$ cat config.mk
export PLATFORM = sky130hd
export DESIGN_NAME = hit_reporter_flat
export DESIGN_NICKNAME = d
export VERILOG_FILES = /design/src/rtl/hit_reporter_if.sv /design/src/rtl/hit_reporter.sv /design/src/flat_wrapper.sv
export SDC_FILE = /design/constraint.sdc
export NUM_CORES = 1
export LEC_CHECK = 0
export ABC_AREA = 1
export CORE_MARGIN = 3
export CORE_UTILIZATION = 50
export DETAILED_ROUTE_END_ITERATION = 7
export PLACE_DENSITY = 0.72
export SLEW_MARGIN = 5
export SYNTH_ARGS = -nofsm -noshare
export SYNTH_HDL_FRONTEND = slang
export SYNTH_SLANG_ARGS = --single-unit
$ cat constraint.sdc
create_clock -name clk -period 16.55 [get_ports clk]
set_input_delay 2.4825 -clock clk [delete_from_list [all_inputs] [get_ports clk]]
set_output_delay 2.4825 -clock clk [all_outputs]
set_load 0.1 [all_outputs]
$ cat src/rtl/hit_reporter_if.sv
// Result bus from the double-SHA finisher into the hit reporter.
// The finisher drives it (master); the reporter watches it (slave).
interface hit_reporter_if;
   logic [255:0] hash_in;
   logic [31:0]  nonce_in;
   logic         hash_valid;

   modport master (output hash_in, output nonce_in, output hash_valid);
   modport slave  (input hash_in, input nonce_in, input hash_valid);
endinterface

$ cat src/rtl/hit_reporter.sv
// Hit reporter: filters finisher results against a leading-zero difficulty mask,
// queues hits in a small FIFO and sends each one to the host as a 39-byte
// 8N1 frame (AA 55, nonce LSB first, hash byte0 first, XOR checksum) on uart_tx.
module hit_reporter #(
   parameter int CLK_CYCLES = 87,
   parameter int DEPTH_LOG  = 2,
   parameter int DIFF_BITS  = 24
) (
   input  logic                 clk,
   input  logic                 rst,
   hit_reporter_if.slave        bus,
   output logic                 uart_tx,
   output logic                 busy,
   output logic [15:0]          hit_count,
   output logic [7:0]           dropped_count
);
   localparam int DEPTH = 1 << DEPTH_LOG;
   localparam int BW    = (CLK_CYCLES > 1) ? $clog2(CLK_CYCLES) : 1;
   localparam logic [BW-1:0] BAUD_LAST = BW'(CLK_CYCLES - 1);
   localparam logic [5:0]    LAST_BYTE = 6'd38;

   typedef enum logic [2:0] {IDLE, LOAD, START, DATA, STOP} state_t;

   logic [287:0]       mem [DEPTH];
   logic [DEPTH_LOG:0] wr_ptr;
   logic [DEPTH_LOG:0] rd_ptr;
   logic               fifo_empty;
   logic               fifo_full;
   logic               hit;
   logic               push;
   logic               pop;

   // Entry being transmitted, kept apart from the FIFO so it can refill meanwhile.
   logic [287:0]       shadow;
   logic [7:0]         checksum;
   logic [7:0]         checksum_calc;
   logic [311:0]       frame;
   logic [7:0]         cur_byte;

   state_t             state;
   state_t             state_nx;
   logic [BW-1:0]      baud_cnt;
   logic [BW-1:0]      baud_nx;
   logic [2:0]         bit_cnt;
   logic [2:0]         bit_nx;
   logic [5:0]         byte_idx;
   logic [5:0]         byte_nx;
   logic               baud_end;
   logic               tx_d;

   assign hit        = bus.hash_valid && (bus.hash_in[255 -: DIFF_BITS] == '0);
   assign fifo_empty = (wr_ptr == rd_ptr);
   assign fifo_full  = ((wr_ptr ^ rd_ptr) == {1'b1, {DEPTH_LOG{1'b0}}});
   assign pop        = (state == IDLE) && !fifo_empty;
   // A full FIFO still takes the hit when the head leaves on the same edge.
   assign push       = hit && (!fifo_full || pop);
   assign baud_end   = (baud_cnt == BAUD_LAST);

   // Byte k of the frame lives at frame[8k +: 8].
   assign frame    = {checksum, shadow, 8'h55, 8'hAA};
   assign cur_byte = frame[{byte_idx, 3'b000} +: 8];

   // FIFO pointers; the extra MSB tells full from empty.
   always_ff @(posedge clk or posedge rst) begin
      if (rst) begin
         wr_ptr <= '0;
         rd_ptr <= '0;
      end else begin
         if (push) wr_ptr <= wr_ptr + 1'b1;
         if (pop)  rd_ptr <= rd_ptr + 1'b1;
      end
   end

   // FIFO storage and shadow latch on pop (data only, no reset needed).
   always_ff @(posedge clk) begin
      if (push) mem[wr_ptr[DEPTH_LOG-1:0]] <= {bus.hash_in, bus.nonce_in};
      if (pop)  shadow <= mem[rd_ptr[DEPTH_LOG-1:0]];
      if (state == LOAD) checksum <= checksum_calc;
   end

   // XOR of the 36 nonce+hash bytes of the shadow entry.
   always_comb begin
      checksum_calc = '0;
      for (int i = 0; i < 36; i++) checksum_calc = checksum_calc ^ shadow[i*8 +: 8];
   end

   // Hit counter (wraps) and drop counter (saturates).
   always_ff @(posedge clk or posedge rst) begin
      if (rst) begin
         hit_count     <= '0;
         dropped_count <= '0;
      end else if (hit) begin
         hit_count <= hit_count + 1'b1;
         if (!push && dropped_count != 8'hFF) dropped_count <= dropped_count + 1'b1;
      end
   end

   // State register together with baud, bit and byte counters.
   always_ff @(posedge clk or posedge rst) begin
      if (rst) begin
         state    <= IDLE;
         baud_cnt <= '0;
         bit_cnt  <= '0;
         byte_idx <= '0;
      end else begin
         state    <= state_nx;
         baud_cnt <= baud_nx;
         bit_cnt  <= bit_nx;
         byte_idx <= byte_nx;
      end
   end

   // Next state and counter values.
   always_comb begin
      state_nx = state;
      baud_nx  = baud_cnt;
      bit_nx   = bit_cnt;
      byte_nx  = byte_idx;
      case (state)
         IDLE: if (!fifo_empty) state_nx = LOAD;
         LOAD: begin
            state_nx = START;
            baud_nx  = '0;
            byte_nx  = '0;
         end
         START: begin
            if (baud_end) begin
               state_nx = DATA;
               baud_nx  = '0;
               bit_nx   = '0;
            end else begin
               baud_nx = baud_cnt + 1'b1;
            end
         end
         DATA: begin
            if (baud_end) begin
               baud_nx = '0;
               if (bit_cnt == 3'd7) state_nx = STOP;
               else                 bit_nx   = bit_cnt + 1'b1;
            end else begin
               baud_nx = baud_cnt + 1'b1;
            end
         end
         STOP: begin
            if (baud_end) begin
               baud_nx = '0;
               if (byte_idx < LAST_BYTE) begin
                  state_nx = START;
                  byte_nx  = byte_idx + 1'b1;
               end else begin
                  state_nx = IDLE;
               end
            end else begin
               baud_nx = baud_cnt + 1'b1;
            end
         end
         default: state_nx = IDLE;
      endcase
   end

   // Line level for the coming state, so uart_tx can be registered without lag.
   always_comb begin
      tx_d = 1'b1;
      case (state_nx)
         START:   tx_d = 1'b0;
         DATA:    tx_d = cur_byte[bit_nx];
         default: tx_d = 1'b1;
      endcase
      busy = (state != IDLE) || !fifo_empty;
   end

   // Registered serial output, idle high.
   always_ff @(posedge clk or posedge rst) begin
      if (rst) uart_tx <= 1'b1;
      else     uart_tx <= tx_d;
   end
endmodule

$ cat src/flat_wrapper.sv
// flat-port wrapper written by rule: the top's interface ports become plain ports
module hit_reporter_flat 
#(
   parameter int CLK_CYCLES = 87,
   parameter int DEPTH_LOG  = 2,
   parameter int DIFF_BITS  = 24
)
  (clk, rst, uart_tx, busy, hit_count, dropped_count, bus_hash_in, bus_nonce_in, bus_hash_valid);
  hit_reporter_if bus_i ();
  input  logic clk;
  input  logic rst;
  output logic uart_tx;
  output logic busy;
  output logic [15:0] hit_count;
  output logic [7:0] dropped_count;
  input wire logic [$bits(bus_i.hash_in)-1:0] bus_hash_in;
  input wire logic [$bits(bus_i.nonce_in)-1:0] bus_nonce_in;
  input wire logic [$bits(bus_i.hash_valid)-1:0] bus_hash_valid;
  assign bus_i.hash_in = bus_hash_in;
  assign bus_i.nonce_in = bus_nonce_in;
  assign bus_i.hash_valid = bus_hash_valid;
  hit_reporter #(.CLK_CYCLES(CLK_CYCLES), .DEPTH_LOG(DEPTH_LOG), .DIFF_BITS(DIFF_BITS)) u_core (.clk(clk), .rst(rst), .bus(bus_i), .uart_tx(uart_tx), .busy(busy), .hit_count(hit_count), .dropped_count(dropped_count));
endmodule
# --- Word level (Yosys, flattened, before mapping) ---
# Memories as Yosys holds them, arrays and structs flattened. A register that Yosys moved wholly into a read port is not among the register bits.
# Cells that the tools add are included.
word_totals:
  regBits: 58
  ram_bits: 1152
  in_bits: 291
  output_inout_bits: 26
  word_cells: 108
  memories: 1
op_classes:
  n_addsub: 7
  magnitude_cmp: 2
  n_eq_ne: 13
  n_shift: 1
  n_mux: 21
  bitwise_logic: 36
  reduce_logical: 17
mem_list:
  columns: ["memory", "words", "word_bits", "rd", "rd_ports_with_merged_regs", "wr", "line_no", "source"]
  rows:
  - ["u_core.mem", 4, 288, 1, 1, 1, "hit_reporter.sv:24", "logic [287:0] mem [DEPTH];"]
op_table:
  columns: ["op", "n"]
  rows:
  - ["312-bit by 10-bit indexed part select with 8-bit output", 1]
  - ["8-bit XOR", 35]
  - ["24-bit logical NOT", 1]
  - ["3-bit two-way mux", 8]
  - ["16-bit by 1-bit adder with 16-bit output, second input constant", 1]
  - ["3-bit case mux with 5 select lines", 1]
  - ["7-bit case mux with 2 select lines", 1]
  - ["3-bit by 2-bit == test with 1-bit output, second input constant", 4]
  - ["6-bit two-way mux", 2]
  - ["6-bit case mux with 2 select lines", 1]
  - ["3-bit by 1-bit adder with 3-bit output, second input constant", 3]
  - ["3-bit == test, second input constant", 3]
  - ["8-bit by 1-bit adder with 8-bit output, second input constant", 1]
  - ["8-bit != test, second input constant", 1]
  - ["7-bit by 1-bit adder with 7-bit output, second input constant", 1]
  - ["7-bit == test, second input constant", 1]
  - ["7-bit two-way mux", 1]
  - ["6-bit by 1-bit adder with 6-bit output, second input constant", 1]
  - ["6-bit < comparator, second input constant", 1]
  - ["3-bit case mux with 2 select lines", 1]
  - ["1-bit logical AND", 4]
  - ["3-bit by 4-bit < comparator with 1-bit output, second input constant", 1]
  - ["2-bit by 1-bit != test with 1-bit output, second input constant", 2]
  - ["2-bit nonzero test", 2]
  - ["other kinds (14)", 19]

# --- Longest topological paths before layout ---
depth:
  ltp_word: 35
  depth_mapped: 16
  depth_no_buf: 15

# --- Least setup slack after synthesis ---
# OpenSTA, ideal clock, no wires.
synth_timing:
  path_kind: "input port to flip-flop"
  start: "in bus_hash_in[233]"
  end: "mem u_core.mem[0][0], enable pin"
  setup_time_ns: 0.948
  arrival_time_ns: 15.616
  required_time_ns: 15.602
  slack_ns: -0.014
  path_stages: 8
  n_path_buf: 2
  path_cell_list: "or2_1 -> nor4_1 -> and2_1 -> buf_6 -> inv_2 -> or2_1 -> buf_6 -> nor2_1"
synth_between:
  elab_chain_len: 5
synth_rtl:
  columns: ["item", "line_no", "source"]
  rows:
  - ["from (decl)", "flat_wrapper.sv:16", "input wire logic [$bits(bus_i.hash_in)-1:0] bus_hash_in;"]
  - ["24-bit logical NOT", "hit_reporter.sv:51", "assign hit = bus.hash_valid && (bus.hash_in[255 -: DIFF_BITS] == '0);"]
  - ["1-bit logical AND", "hit_reporter.sv:51", null]
  - ["1-bit logical AND", "hit_reporter.sv:56", "assign push = hit && (!fifo_full || pop);"]
  - ["1-bit two-way mux", "hit_reporter.sv:76", "if (push) mem[wr_ptr[DEPTH_LOG-1:0]] <= {bus.hash_in, bus.nonce_in};"]
  - ["1-bit two-way mux (not written as such)", "hit_reporter.sv:76", null]
  - ["to (decl)", "hit_reporter.sv:24", null]
# No other way between the ends.

# --- Final worst setup path ---
layout_timing:
  start: "in bus_hash_in[233]"
  end: "mem u_core.mem[0][154], enable pin"
# Same word-level chain as after synthesis.

==> results by group <==
Status
  • Status: finished, violations left
  • Failing checks: DRC

Logic synthesis
  • Seq cells post-synth: 1498
  • Most used DFF post-synth: edfxtp_1
  • Syn nets: 4804
  • Async S/R FF share, synth: 3.34%
  • Area leader, netlist: edfxtp_1
  • Number of synthesized flops with an enable pin: 1448
  • Synth area leaders: edfxtp_1 73%, o21ai_0 5.1%, nor2_1 4.3%
  • Synthesized-area fraction occupied by and/or/nand/nor cells: 8.73%
  • Largest family of logic cells by synthesized area: compound AO/OA/AOI/OAI gates
  • Fraction of synthesized area in multiplexers: 0.0629%
  • Synth Cell Area: 0.0596 mm^2
  • Post-synth cell types: 37
  • Yosys warning count: 0
  • XOR/XNOR Fraction of Synth Area: 4.37%
  • Syn Area/Cell: 13.2 um^2
  • Seq/Total Area, Yosys: 75.0%
  • Adder-cell share of the synthesized area: 0.231%
  • Synth Area in Compound Gates: 8.84%
  • Mapped Cells: 4502
  • Post-synth top area share: 72.9%

Timing
  • Setup TNS: 0 ns
  • Clk_skew: 0.0223 ns
  • Worst Tran Pin Value: 1.15 ns
  • Fmax: 135 MHz
  • Setup Viol. Count Final: 0
  • Max_slew headroom: 23.1%
  • Final Hold Viols: 0
  • Period utilization: 44.9%
  • Max Slew Vio Count: 0
  • Min Clock Period, post-route: 7.43 ns
  • RSZ-0062 raised after global routing: no

Clock network
  • CTS buffer count: 151
  • Clock transition at path regs: 0.06 ns
  • CTS tree: yes
  • Clock H-tree levels: 4
  • Clk sinks: 1498
  • Clk buf depth: 3
  • Hold Buf Count CTS: 0
  • Worst-skew pair later-pin latency: 0.77 ns
  • Setup repair bufs after CTS: 0
  • Post-CTS Resized: 0
  • Root Driver: clkbuf_16

Min path
  • Hold Path End: u_core.hit_count[15]
  • Worst hold path class: register to register
  • Worst hold start: u_core.hit_count[15]
  • Hold Path Depth: 1

Global route
  • Met2 Use GR: 39.3%
  • Largest net degree at the start of global routing: 181
  • Met1 usage: 33.8%
  • First-pass GRT wire length: 223000 um
  • Initial antenna violation count: 12
  • Vias in the first global route: 35000
  • GRT Overall Usage: 24.4%
  • Met3 GRT Util: 4.07%
  • Busiest grt layer: met2
  • Grt total ovfl: 0

Floorplan
  • Die footprint: 0.123 mm^2
  • Core area: 0.118 mm^2
  • I/O pin total: 317
  • Die height: 351 um
  • Std cell rows: 126
  • Starting density of the core: 50.4%
  • Chip width: 351 um

Layout
  • Post-layout nets: 5067
  • Share of layout cells above drive strength 1: 5.51%
  • Fillers: 9007
  • Final Util: 58.3%
  • Final Cell Area: 0.0689 mm^2
  • Area growth syn-to-layout: 15.6%
  • Most frequent cells in the layout: 1448 x edfxtp_1, 679 x nor2_1, 605 x o21ai_0
  • Commonest non-fill, non-tap cell in the layout: edfxtp_1

Power and ir drop
  • VDD IR-drop max: 91.1 uV
  • Static Leak: 22.6 nW
  • Pwr Density: 109 mW/mm^2

Setup path
  • Crit path required time: 16.92 ns
  • Worst Reg-to-Reg Cells: 9
  • Reg2reg end: u_core.mem[0][154]
  • Crit path capture type: register
  • WS Path Type: primary input to register
  • Reg2reg setup slack: 10.62 ns
  • FF-to-FF Start: u_core.rd_ptr[0]
  • CP Launch Type: primary input
  • Critical path arrival: 7.80 ns
  • Crit-path max FO: 62

Place
  • DP Area: 0.0642 mm^2
  • IO buf count: 316
  • Global placer's final weighted congestion: 0.948
  • DPL Wire Length: 95900 um

Detailed routing
  • Drt pass-1 iters: 8
  • ANT nets after route: 0
  • Vias/cell: 5.75
  • Initial drt markers: 4578
  • Routed len/inst: 23.8 um
  • DR vias: 37000
  • DRC: 6
  • Final WL: 153000 um

Flow run
  • MaxCap Viol Count: 0
==> Yosys cell counts, drive strengths merged, types with 8 or more instances <==
| cell | count |
|---|---|
| inv | 170 |
| nand4 | 24 |
| xnor2 | 187 |
| clkbuf | 210 |
| dfrtp | 49 |
| nand2 | 397 |
| o21ai | 607 |
| nor3 | 9 |
| nor4 | 8 |
| nand3 | 161 |
| nor2 | 686 |
| o211ai | 9 |
| buf | 39 |
| edfxtp | 1448 |
| o22ai | 290 |
| xor2 | 108 |
| ha | 11 |
| a21oi | 68 |
==> cells by family after synthesis <==
family,Yosys count
AOI/OAI and AO/OA,976
xor gates and xnor gates,296
adders and majority gates,11
buffers and inverters,421
DFF,1498
muxes,3
and+or+nand+nor,1297
==> routing by layer <==
metal  up-vias  routed length (um)
met5         -                  75
met4        10                5240
met2      1646               74100
met1     18200               61400
met3       264               11800
li1      16800                   -
==> registers in the layout, indices dropped and copies added (netlist names) <==
signal	count
u_core.baud_cnt	7
u_core.bit_cnt	3
u_core.byte_idx	6
u_core.checksum	8
u_core.dropped_count	8
u_core.hit_count	16
u_core.mem	1152
u_core.rd_ptr	3
u_core.shadow	288
u_core.state	3
u_core.uart_tx	1
u_core.wr_ptr	3
==> layout make-up <==
cell class / count / area, um^2 / area share (%)
Multi-Input combinational cell: 2583 / 13300 / 19.3
Antenna cell: 7 / 17.5 / 0.0254
Sequential cell: 1498 / 44700 / 64.9
Timing Repair Buffer: 359 / 3560 / 5.17
Tap cell: 1536 / 1920 / 2.79
Clock inverter: 81 / 702 / 1.02
Inverter: 172 / 666 / 0.966
Clock buffer: 189 / 4010 / 5.81
==> stage by stage <==
step                power, W  worst slack (ns)  hold slack, ns  cells
floorplan            0.00423         0.0000941           0.462   4502
detailed placement   0.00434              8.30           0.471   6148
global route         0.00771              8.84           0.512   6420
finish               0.00750              9.12           0.478   6425
CTS                  0.00755              9.12           0.488   6418
global placement     0.00434              8.39           0.474   6148
==> report_power, final <==
| group | internal, W | total [W] | switching [W] | leakage (nW) |
|---|---|---|---|---|
| clock network | 0.00184 | 0.00325 | 0.00141 | 2.30 |
| logic | 0.0000618 | 0.000115 | 0.0000534 | 6.69 |
| registers | 0.00414 | 0.00414 | 0.0000000169 | 13.6 |
==> worst max-delay path, cell delays in order <==
cell,delay (ns)
clkdlybuf4s50_1,0.47
or2_1,0.31
nor4_1,0.43
and2_1,0.40
inv_2,0.04
or2_1,0.38
nor2_4,0.91
buf_4,0.58
buf_4,0.75
buf_4,0.84
==> worst max path at each step <==
stage               cells after the start  slack [ns]             start                 end
finish                                 10        9.12  bus_hash_in[233]  u_core.mem[0][154]
global route                           10        8.84  bus_hash_in[233]  u_core.mem[0][115]
CTS                                    10        9.12  bus_hash_in[232]  u_core.mem[0][115]
detailed placement                     10        8.30  bus_hash_in[232]  u_core.mem[0][151]
global placement                       10        8.39  bus_hash_in[232]  u_core.mem[0][127]
floorplan                               8     0.00009  bus_hash_in[233]    u_core.mem[2][0]
Power figures use the tool's default switching activity.
